File: src/rtl/ebs_regfile_sampler.sv
// ebs_regfile_sampler
// Requester side of the EBS register-file snapshot port. On an enabled sample
// event it presents four register indices to the issue stage, captures the
// returned values one cycle later, tags them with the event PC and buffers the
// record in a small FIFO drained through a valid/ready stream.
//
// Ports:
//   clk_i, rst_i            clock, synchronous active-high reset
//   en_i, sample_req_i      sampler enable, single-cycle sample event
//   sample_pc_i             PC tag captured with the event
//   sample_regs_i           4 x 5-bit register indices captured with the event
//   ebs_regfile_addr_o      indices presented to the issue stage (0 when idle)
//   ebs_regfile_data_i      4 x XLEN values, valid one cycle after the address
//   rec_valid_o/rec_ready_i head-of-FIFO stream handshake
//   rec_pc_o, rec_data_o    head record (zero when the FIFO is empty)
//   busy_o                  capture in flight
//   drop_cnt_o              saturating count of lost samples
module ebs_regfile_sampler #(
    parameter int unsigned XLEN       = 64,
    parameter int unsigned VLEN       = 64,
    parameter int unsigned FIFO_DEPTH = 4,
    parameter int unsigned DROP_CNT_W = 16
) (
    input  logic                       clk_i,
    input  logic                       rst_i,
    input  logic                       en_i,
    input  logic                       sample_req_i,
    input  logic [VLEN-1:0]            sample_pc_i,
    input  logic [3:0][4:0]            sample_regs_i,
    output logic [3:0][4:0]            ebs_regfile_addr_o,
    input  logic [3:0][XLEN-1:0]       ebs_regfile_data_i,
    output logic                       rec_valid_o,
    input  logic                       rec_ready_i,
    output logic [VLEN-1:0]            rec_pc_o,
    output logic [3:0][XLEN-1:0]       rec_data_o,
    output logic                       busy_o,
    output logic [DROP_CNT_W-1:0]      drop_cnt_o
);

    localparam int unsigned PTR_W = $clog2(FIFO_DEPTH);
    localparam int unsigned CNT_W = PTR_W + 1;
    localparam int unsigned SUM_W = DROP_CNT_W + 1;

    typedef enum logic [1:0] {
        IDLE = 2'd0,
        ADDR = 2'd1,
        CAPT = 2'd2
    } state_e;

    typedef struct packed {
        logic [VLEN-1:0]      pc;
        logic [3:0][XLEN-1:0] data;
    } rec_t;

    state_e                 state_q, state_d;
    logic [3:0][4:0]        addr_q, addr_d;
    logic [VLEN-1:0]        pc_q, pc_d;
    logic                   busy_q, busy_d;
    logic [PTR_W-1:0]       wr_ptr_q, wr_ptr_d;
    logic [PTR_W-1:0]       rd_ptr_q, rd_ptr_d;
    logic [CNT_W-1:0]       count_q, count_d;
    logic [DROP_CNT_W-1:0]  drop_cnt_q, drop_cnt_d;
    rec_t                   mem_q [FIFO_DEPTH];

    logic                   req;
    logic                   push;
    logic                   push_ok;
    logic                   pop;
    logic                   full;
    logic                   rec_valid;
    logic                   req_drop;
    logic                   fifo_drop;
    logic [1:0]             drop_inc;
    logic [SUM_W-1:0]       drop_sum;
    rec_t                   rec_wr;
    rec_t                   rec_head;

    // Next-state, FIFO bookkeeping and drop accounting
    always_comb begin
        state_d   = state_q;
        addr_d    = addr_q;
        pc_d      = pc_q;
        busy_d    = busy_q;
        push      = 1'b0;
        req_drop  = 1'b0;
        req       = en_i & sample_req_i;

        case (state_q)
            IDLE: begin
                if (req) begin
                    state_d = ADDR;
                    addr_d  = sample_regs_i;
                    pc_d    = sample_pc_i;
                    busy_d  = 1'b1;
                end
            end
            ADDR: begin
                state_d  = CAPT;
                req_drop = req;
            end
            CAPT: begin
                state_d  = IDLE;
                addr_d   = '0;
                busy_d   = 1'b0;
                push     = 1'b1;
                req_drop = req;
            end
            default: begin
                state_d = IDLE;
                addr_d  = '0;
                busy_d  = 1'b0;
            end
        endcase

        rec_valid = (count_q != '0);
        full      = (count_q == CNT_W'(FIFO_DEPTH));
        pop       = rec_valid & rec_ready_i;
        // A full FIFO still accepts the record when its head leaves this cycle
        push_ok   = push & (~full | pop);
        fifo_drop = push & ~push_ok;

        wr_ptr_d  = push_ok ? wr_ptr_q + PTR_W'(1) : wr_ptr_q;
        rd_ptr_d  = pop ? rd_ptr_q + PTR_W'(1) : rd_ptr_q;
        count_d   = count_q + CNT_W'(push_ok) - CNT_W'(pop);

        // Up to two drops per cycle; the extra MSB detects saturation
        drop_inc   = 2'(req_drop) + 2'(fifo_drop);
        drop_sum   = SUM_W'(drop_cnt_q) + SUM_W'(drop_inc);
        drop_cnt_d = drop_sum[DROP_CNT_W] ? '1 : drop_sum[DROP_CNT_W-1:0];

        rec_wr.pc   = pc_q;
        rec_wr.data = ebs_regfile_data_i;
    end

    // State and control registers
    always_ff @(posedge clk_i) begin
        if (rst_i) begin
            state_q    <= IDLE;
            addr_q     <= '0;
            pc_q       <= '0;
            busy_q     <= 1'b0;
            wr_ptr_q   <= '0;
            rd_ptr_q   <= '0;
            count_q    <= '0;
            drop_cnt_q <= '0;
        end else begin
            state_q    <= state_d;
            addr_q     <= addr_d;
            pc_q       <= pc_d;
            busy_q     <= busy_d;
            wr_ptr_q   <= wr_ptr_d;
            rd_ptr_q   <= rd_ptr_d;
            count_q    <= count_d;
            drop_cnt_q <= drop_cnt_d;
        end
    end

    // Record storage; contents need no reset because empty reads are masked
    always_ff @(posedge clk_i) begin
        if (push_ok && !rst_i) begin
            mem_q[wr_ptr_q] <= rec_wr;
        end
    end

    assign rec_head           = mem_q[rd_ptr_q];
    assign rec_valid_o        = rec_valid;
    assign rec_pc_o           = rec_valid ? rec_head.pc : '0;
    assign rec_data_o         = rec_valid ? rec_head.data : '0;
    assign ebs_regfile_addr_o = addr_q;
    assign busy_o             = busy_q;
    assign drop_cnt_o         = drop_cnt_q;

endmodule

File: config.mk
export PLATFORM = sky130hd
export DESIGN_NAME = ebs_regfile_sampler
export DESIGN_NICKNAME = d
export VERILOG_FILES = /design/src/rtl/ebs_regfile_sampler.sv
export SDC_FILE = /design/constraint.sdc
export NUM_CORES = 1
export LEC_CHECK = 0
export ABC_AREA = 1
export ABC_CLOCK_PERIOD_IN_PS = 23300
export BUFFER_PORTS_ARGS = -buffer_cell sky130_fd_sc_hd__buf_2
export CAP_MARGIN = 20
export CORE_MARGIN = 5
export CORE_UTILIZATION = 58
export DETAILED_ROUTE_END_ITERATION = 10
export GPL_ROUTABILITY_DRIVEN = 0
export MAX_ROUTING_LAYER = met4
export PLACE_DENSITY_LB_ADDON = 0.3
export SLEW_MARGIN = 20
export SYNTH_ARGS = -nofsm -noshare
export SYNTH_HDL_FRONTEND = slang
export SYNTH_SLANG_ARGS = --single-unit
export TNS_END_PERCENT = 50
File: constraint.sdc
create_clock -name clk_i -period 23.3 [get_ports clk_i]
set_input_delay 4.66 -clock clk_i [delete_from_list [all_inputs] [get_ports clk_i]]
set_output_delay 4.66 -clock clk_i [all_outputs]
set_load 0.01 [all_outputs]
==> flow_summary.json, run 1 <==
{
  "portBuffers": 702,
  "grt_pass1_wl_um": 199000,
  "cp_top_family": "buffers and inverters",
  "worstSetupEndpointType": "primary output",
  "ir_drop_mv": 0.0910,
  "synthCells": 4343,
  "layout-drive-gt1-share_pct": 18.7,
  "synth_mux_area_share_pct": 0,
  "clockBufferDepth": 3,
  "yosysWarnings": 0,
  "die_h_um": 314,
  "fin_crit_sh_pct": 42.5,
  "power.density_nw_per_um2": 109,
  "p_leak_nw": 22.6,
  "final_cell_mix": "nor2_1, edfxtp_1, buf_2",
  "finalHoldViolCount": 0,
  "ys_ff_latch": 1392,
  "cts_tree": "done",
  "startpoint_type": "register",
  "ys_seq_area_share_pct": 75.9,
  "syn_area_um2": 53600,
  "cts.repair.resized": 0,
  "finalSetupViolations": 0,
  "areaGrowthSynthToFinish_pct": 16.2,
  "dpl.hpwl_um": 76100,
  "num_io_pins": 703,
  "synth_compound_area_share_pct": 10.0,
  "wl_per_cell_um": 21.1,
  "status": "completed",
  "syn_nets": 4701,
  "grt_usage_pct": 26.9,
  "crit_chain": "buf_4 -> buf_4 -> buf_4 -> nor2_1 -> nor2_1 -> o21ai_0 -> a21oi_1 -> buf_2",
  "initial_core_util_pct": 58.4,
  "slew_headroom_pct": 20.3,
  "numCtsBuffers": 139,
  "final_nets": 5302,
  "drtIter0Drc": 3860,
  "synth_top_family_by_area": "simple AND/OR/NAND/NOR gates",
  "critPathMaxFanout": 88,
  "hp-class": "register to register",
  "reg2reg_from": "state_q[0]",
  "max_clock_freq_mhz": 101,
  "rows": 111,
  "vias": 35800,
  "cts_setup_buffers": 0,
  "fin_area_um2": 62300,
  "tns_ns": 0,
  "postPlaceCellArea_um2": 57700,
  "critPathKind": "register to primary output",
  "path_common_cell": "buf_4",
  "r2r_slack_ns": 18.57,
  "die-area_um2": 98500,
  "holdPathEnd": "ebs_regfile_addr_o[19]",
  "clk_latency_ns": 0.75,
  "antenna_left": 0,
  "slowest_stage": "buf_4",
  "drtPass1Iterations": 6,
  "finalWirelength_um": 133000,
  "worst_pin_slew_ns": 1.19,
  "vias_per_cell": 5.69,
  "path_clk_slew_ns": 0.06,
  "hold_start": "ebs_regfile_addr_o[19]",
  "hold_buffers": 0,
  "grt_pass1_vias": 34300,
  "finalPower_mw": 6.82,
  "cp.arrival_ns": 5.24,
  "cts_htree_levels": 4,
  "grt_max_degree": 247,
  "worstHoldPathCells": 2,
  "postSynthAreaPerCell_um2": 12.3,
  "max_cap_violations": 0,
  "crit_buf_inv": 4,
  "synth-adder-area-share_pct": 0.332,
  "dp.cells": 5988,
  "yosys.area_share.simple_pct": 10.8,
  "drc": 0,
  "rsz0062_at_grt": "false",
  "clkSinkCount": 1392,
  "period_minus_slack_ns": 9.90,
  "core_area_um2": 91700,
  "instances_no_fill": 6281,
  "critical_path.max_stage_delay_ns": 0.88,
  "mostFrequentLayoutCell": "nor2_1",
  "rr_worst_depth": 7,
  "skew_ns": 0.0226,
  "rr_endpoint": "mem_q[1][9]",
  "hold_ws_ns": 0.458,
  "overflow": 0,
  "yosysUniqueCellTypes": 26,
  "critical_path_required_ns": 18.64,
  "maxSlewViolCount": 0,
  "die_w_um": 314,
  "antenna_found_initial": 42,
  "synth_xor_area_share_pct": 0.147,
  "cts-root-buf": "clkbuf_16"
}
-- area by class of cell --
cell class	instances	area [um^2]
diodes	43	108
clock buffers	196	3860
clock inverters	53	528
fillers	6360	29400
inverters	49	199
multi-input cells	2623	11500
flip-flops and latches	1392	40700
well taps	1186	1480
repair buffers	739	3930
-- flip-flops by register name (all words and copies together), names as in the netlist, named ones only --
signal,count
mem_q,1280
pc_q,64
ebs_regfile_addr_o,20
drop_cnt_o,16
count_q,3
rd_ptr_q,2
state_q,2
wr_ptr_q,2
busy_o,1
-- metrics by stage --
stage | setup slack, ns | utilization (%)
6_report | 13.40 | 67.9
3_3_place_gp | 13.36 | 63.0
2_1_floorplan | 3.80 | -
4_1_cts | 13.36 | 67.8
5_1_grt | 13.07 | 67.9
3_5_place_dp | 13.27 | 63.0
-- synthesized netlist by cell type (all sizes together) --
master,count,area (um^2)
xnor2,3,26.3
clkbuf,109,409
inv,49,184
nand3b,1,7.51
nand4,2,12.5
or2,1,6.26
nor3,1,5.00
edfxtp,1280,38400
nand3,35,175
dfxtp,112,2240
fa,2,40.0
buf,170,867
o21ai,714,3570
ha,11,138
a211oi,1,7.51
nor2,1434,5390
nand2,55,211
xor2,6,52.6
a21oi,357,1790
-- worst max-delay path by stage --
stage | end | slack, ns | cells past startpoint
after floorplan | mem_q[0][0] | 3.80 | 5
after global placement | mem_q[1][143] | 13.36 | 8
after detailed placement | mem_q[1][96] | 13.27 | 8
after CTS | rec_data_o[21] | 13.36 | 8
after global routing | rec_data_o[24] | 13.07 | 8
final | rec_data_o[21] | 13.40 | 8
-- tightest hold or removal path, stage by stage, from the launching register on --
cell	delay, ns
dfxtp_1	0.31
nand2_1	0.06
a21oi_1	0.05
-- cells by family (layout without fill, tap and decap cells) --
logic type | Yosys count | count (layout)
AOI/OAI and AO/OA | 1072 | 1072
xor gates and xnor gates | 9 | 9
DFF | 1392 | 1392
and+or+nand+nor | 1529 | 1529
buffers and inverters | 328 | 1037
adders and majority gates | 13 | 13
other | 0 | 43
-- metal layers --
layer	GRT usage [%]	up-vias	share of wire, %
li1	-	16600	-
met1	33.9	17200	37
met2	43.0	1671	50
met3	5.11	303	8.2
met4	12.2	0	4.4
met5	-	-	0
-- power by group --
group	switching, mW	internal, mW
Clock	0.908	1.23
Combinational	1.29	0.542
Sequential	0.0468	2.80
Total	2.24	4.57
No activity file was read; power rests on OpenSTA's default activity.
==> run 2: changes to the inputs <==
--- a/config.mk
+++ b/config.mk
@@ -6,7 +6,7 @@
 export NUM_CORES = 1
 export LEC_CHECK = 0
 export ABC_AREA = 1
-export ABC_CLOCK_PERIOD_IN_PS = 23300
+export ABC_CLOCK_PERIOD_IN_PS = 10000
 export BUFFER_PORTS_ARGS = -buffer_cell sky130_fd_sc_hd__buf_2
 export CAP_MARGIN = 20
 export CORE_MARGIN = 5
==> constraint.sdc (replaced) <==
create_clock -name clk_i -period 10 [get_ports clk_i]
set_input_delay 2 -clock clk_i [delete_from_list [all_inputs] [get_ports clk_i]]
set_output_delay 2 -clock clk_i [all_outputs]
set_load 0.01 [all_outputs]
==> run 2 against run 1 <==
  * Via count fell by 1.2%
  * Sequential share of layout area about the same
  * Die area unchanged
  * Core utilization about the same
  * Clock-buffer cell count up 1
  * Clock power up 130%
  * Routed wire length shrank 1.1%
  * Combinational power rose by 130%
  * Clock skew fell by 0.0011 ns
  * Final cell count decreased by 0.22%
  * Sequential cell count unchanged
==> flow_summary.json, run 2 (same netlist as run 1, synthesis figures left out) <==
{
  "cts-root-buf": "clkbuf_16",
  "final_cell_mix": "nor2_1, edfxtp_1, buf_2",
  "numCtsBuffers": 140,
  "grt_pass1_vias": 33800,
  "portBuffers": 702,
  "skew_ns": 0.0214,
  "finalHoldViolCount": 0,
  "slew_headroom_pct": 19.2,
  "layout-drive-gt1-share_pct": 18.6,
  "clk_latency_ns": 0.72,
  "path_clk_slew_ns": 0.06,
  "pre_cts_ws_ns": 4.70,
  "slowest_stage": "dfxtp_4",
  "grt_pass1_wl_um": 197000,
  "clkSinkCount": 1392,
  "mostFrequentLayoutCell": "nor2_1",
  "cts_htree_levels": 4,
  "critPathMaxFanout": 86,
  "largest_reg_flops": 1280,
  "drc": 0,
  "die_w_um": 314,
  "maxSlewViolCount": 0,
  "drtPass1Iterations": 6,
  "antenna_found_initial": 45,
  "cp.arrival_ns": 4.16,
  "cts_setup_buffers": 0,
  "cts_tree": "done",
  "finalWirelength_um": 131000,
  "hp-class": "register to register",
  "crit_chain": "buf_4 -> buf_4 -> nor2_1 -> nor2_1 -> o21ai_0 -> a21oi_1 -> buf_2",
  "cts.repair.resized": 0,
  "critical_path.max_stage_delay_ns": 0.87,
  "rows": 111,
  "dpl.hpwl_um": 73300,
  "vias": 35300,
  "worst_pin_slew_ns": 1.21,
  "num_io_pins": 703,
  "critPathKind": "register to primary output",
  "hold_buffers": 0,
  "instances_no_fill": 6267,
  "core_area_um2": 91700,
  "fin_area_um2": 62200,
  "overflow": 0,
  "max_cap_violations": 0,
  "ir_drop_mv": 0.341,
  "top_register": "mem_q",
  "cp_top_family": "buffers and inverters",
  "period_minus_slack_ns": 6.16,
  "grt_max_degree": 240,
  "worst_slack_ns": 3.84,
  "power.density_nw_per_um2": 255,
  "final_nets": 5297,
  "clockBufferDepth": 3,
  "grt_usage_pct": 26.6,
  "max_clock_freq_mhz": 162,
  "antenna_left": 0,
  "wl_per_cell_um": 21.0,
  "die_h_um": 314,
  "vias_per_cell": 5.64,
  "die-area_um2": 98500,
  "status": "completed",
  "finalSetupViolations": 0,
  "p_leak_nw": 22.6,
  "drtIter0Drc": 3665,
  "dp.cells": 5982,
  "critical_path_required_ns": 8.00,
  "areaGrowthSynthToFinish_pct": 16.2,
  "startpoint_type": "register",
  "postPlaceCellArea_um2": 57800,
  "fin_crit_sh_pct": 61.6,
  "rsz0062_at_grt": "false",
  "finalPower_mw": 15.8,
  "worstSetupEndpointType": "primary output",
  "crit_buf_inv": 3,
  "initial_core_util_pct": 58.4
}
run 2: through the flow:
| stage | util [%] | hold slack [ns] | setup TNS, ns |
|---|---|---|---|
| after floorplan | - | 0.454 | -1885.67 |
| after global placement | 63.0 | 0.446 | 0 |
| after detailed placement | 63.0 | 0.452 | 0 |
| after CTS | 67.8 | 0.462 | 0 |
| after global routing | 67.9 | 0.478 | 0 |
| final | 67.9 | 0.460 | 0 |
run 2: area by class of cell:
class                           instances  area, um^2
Timing Repair Buffer                  733        3950
Fill cell                            6342       29400
Sequential cell                      1392       40700
Multi-Input combinational cell       2623       11500
Clock buffer                          197        3970
Tap cell                             1186        1480
Clock inverter                         46         384
Antenna cell                           41         103
Inverter                               49         199
run 2: power breakdown:
part | internal [mW] | total, mW | switching [mW] | leakage, nW
combinational | 1.27 | 4.28 | 3.00 | 7.93
clock | 2.88 | 4.94 | 2.06 | 2.13
sequential | 6.53 | 6.62 | 0.0952 | 12.5
total | 10.7 | 15.8 | 5.16 | 22.6
run 2: final timing paths:
check / start / slack (ns) / depth (start not counted) / to
hold reg to reg: ebs_regfile_addr_o[9] / 0.46 / 2 / ebs_regfile_addr_o[9]
setup / recovery: register / 3.84 / 7 / rec_data_o[189]
hold / removal: ebs_regfile_addr_o[9] / 0.46 / 2 / ebs_regfile_addr_o[9]
setup reg to reg: state_q[0] / 6.93 / 5 / mem_q[0][84]
run 2: metal layers:
layer	track usage [%]	routed length, um	vias up
met4	12.2	5240	0
met1	33.5	49700	17100
li1	-	-	16500
met3	5.57	10700	274
met2	42.1	65700	1463
met5	-	0	-
run 2: worst register-to-register path: stages (launching register included):
cell,delay [ns]
dfxtp_1,0.33
inv_1,0.11
ha_1,0.20
nand3_1,0.35
nor2_4,0.85
buf_12,0.65
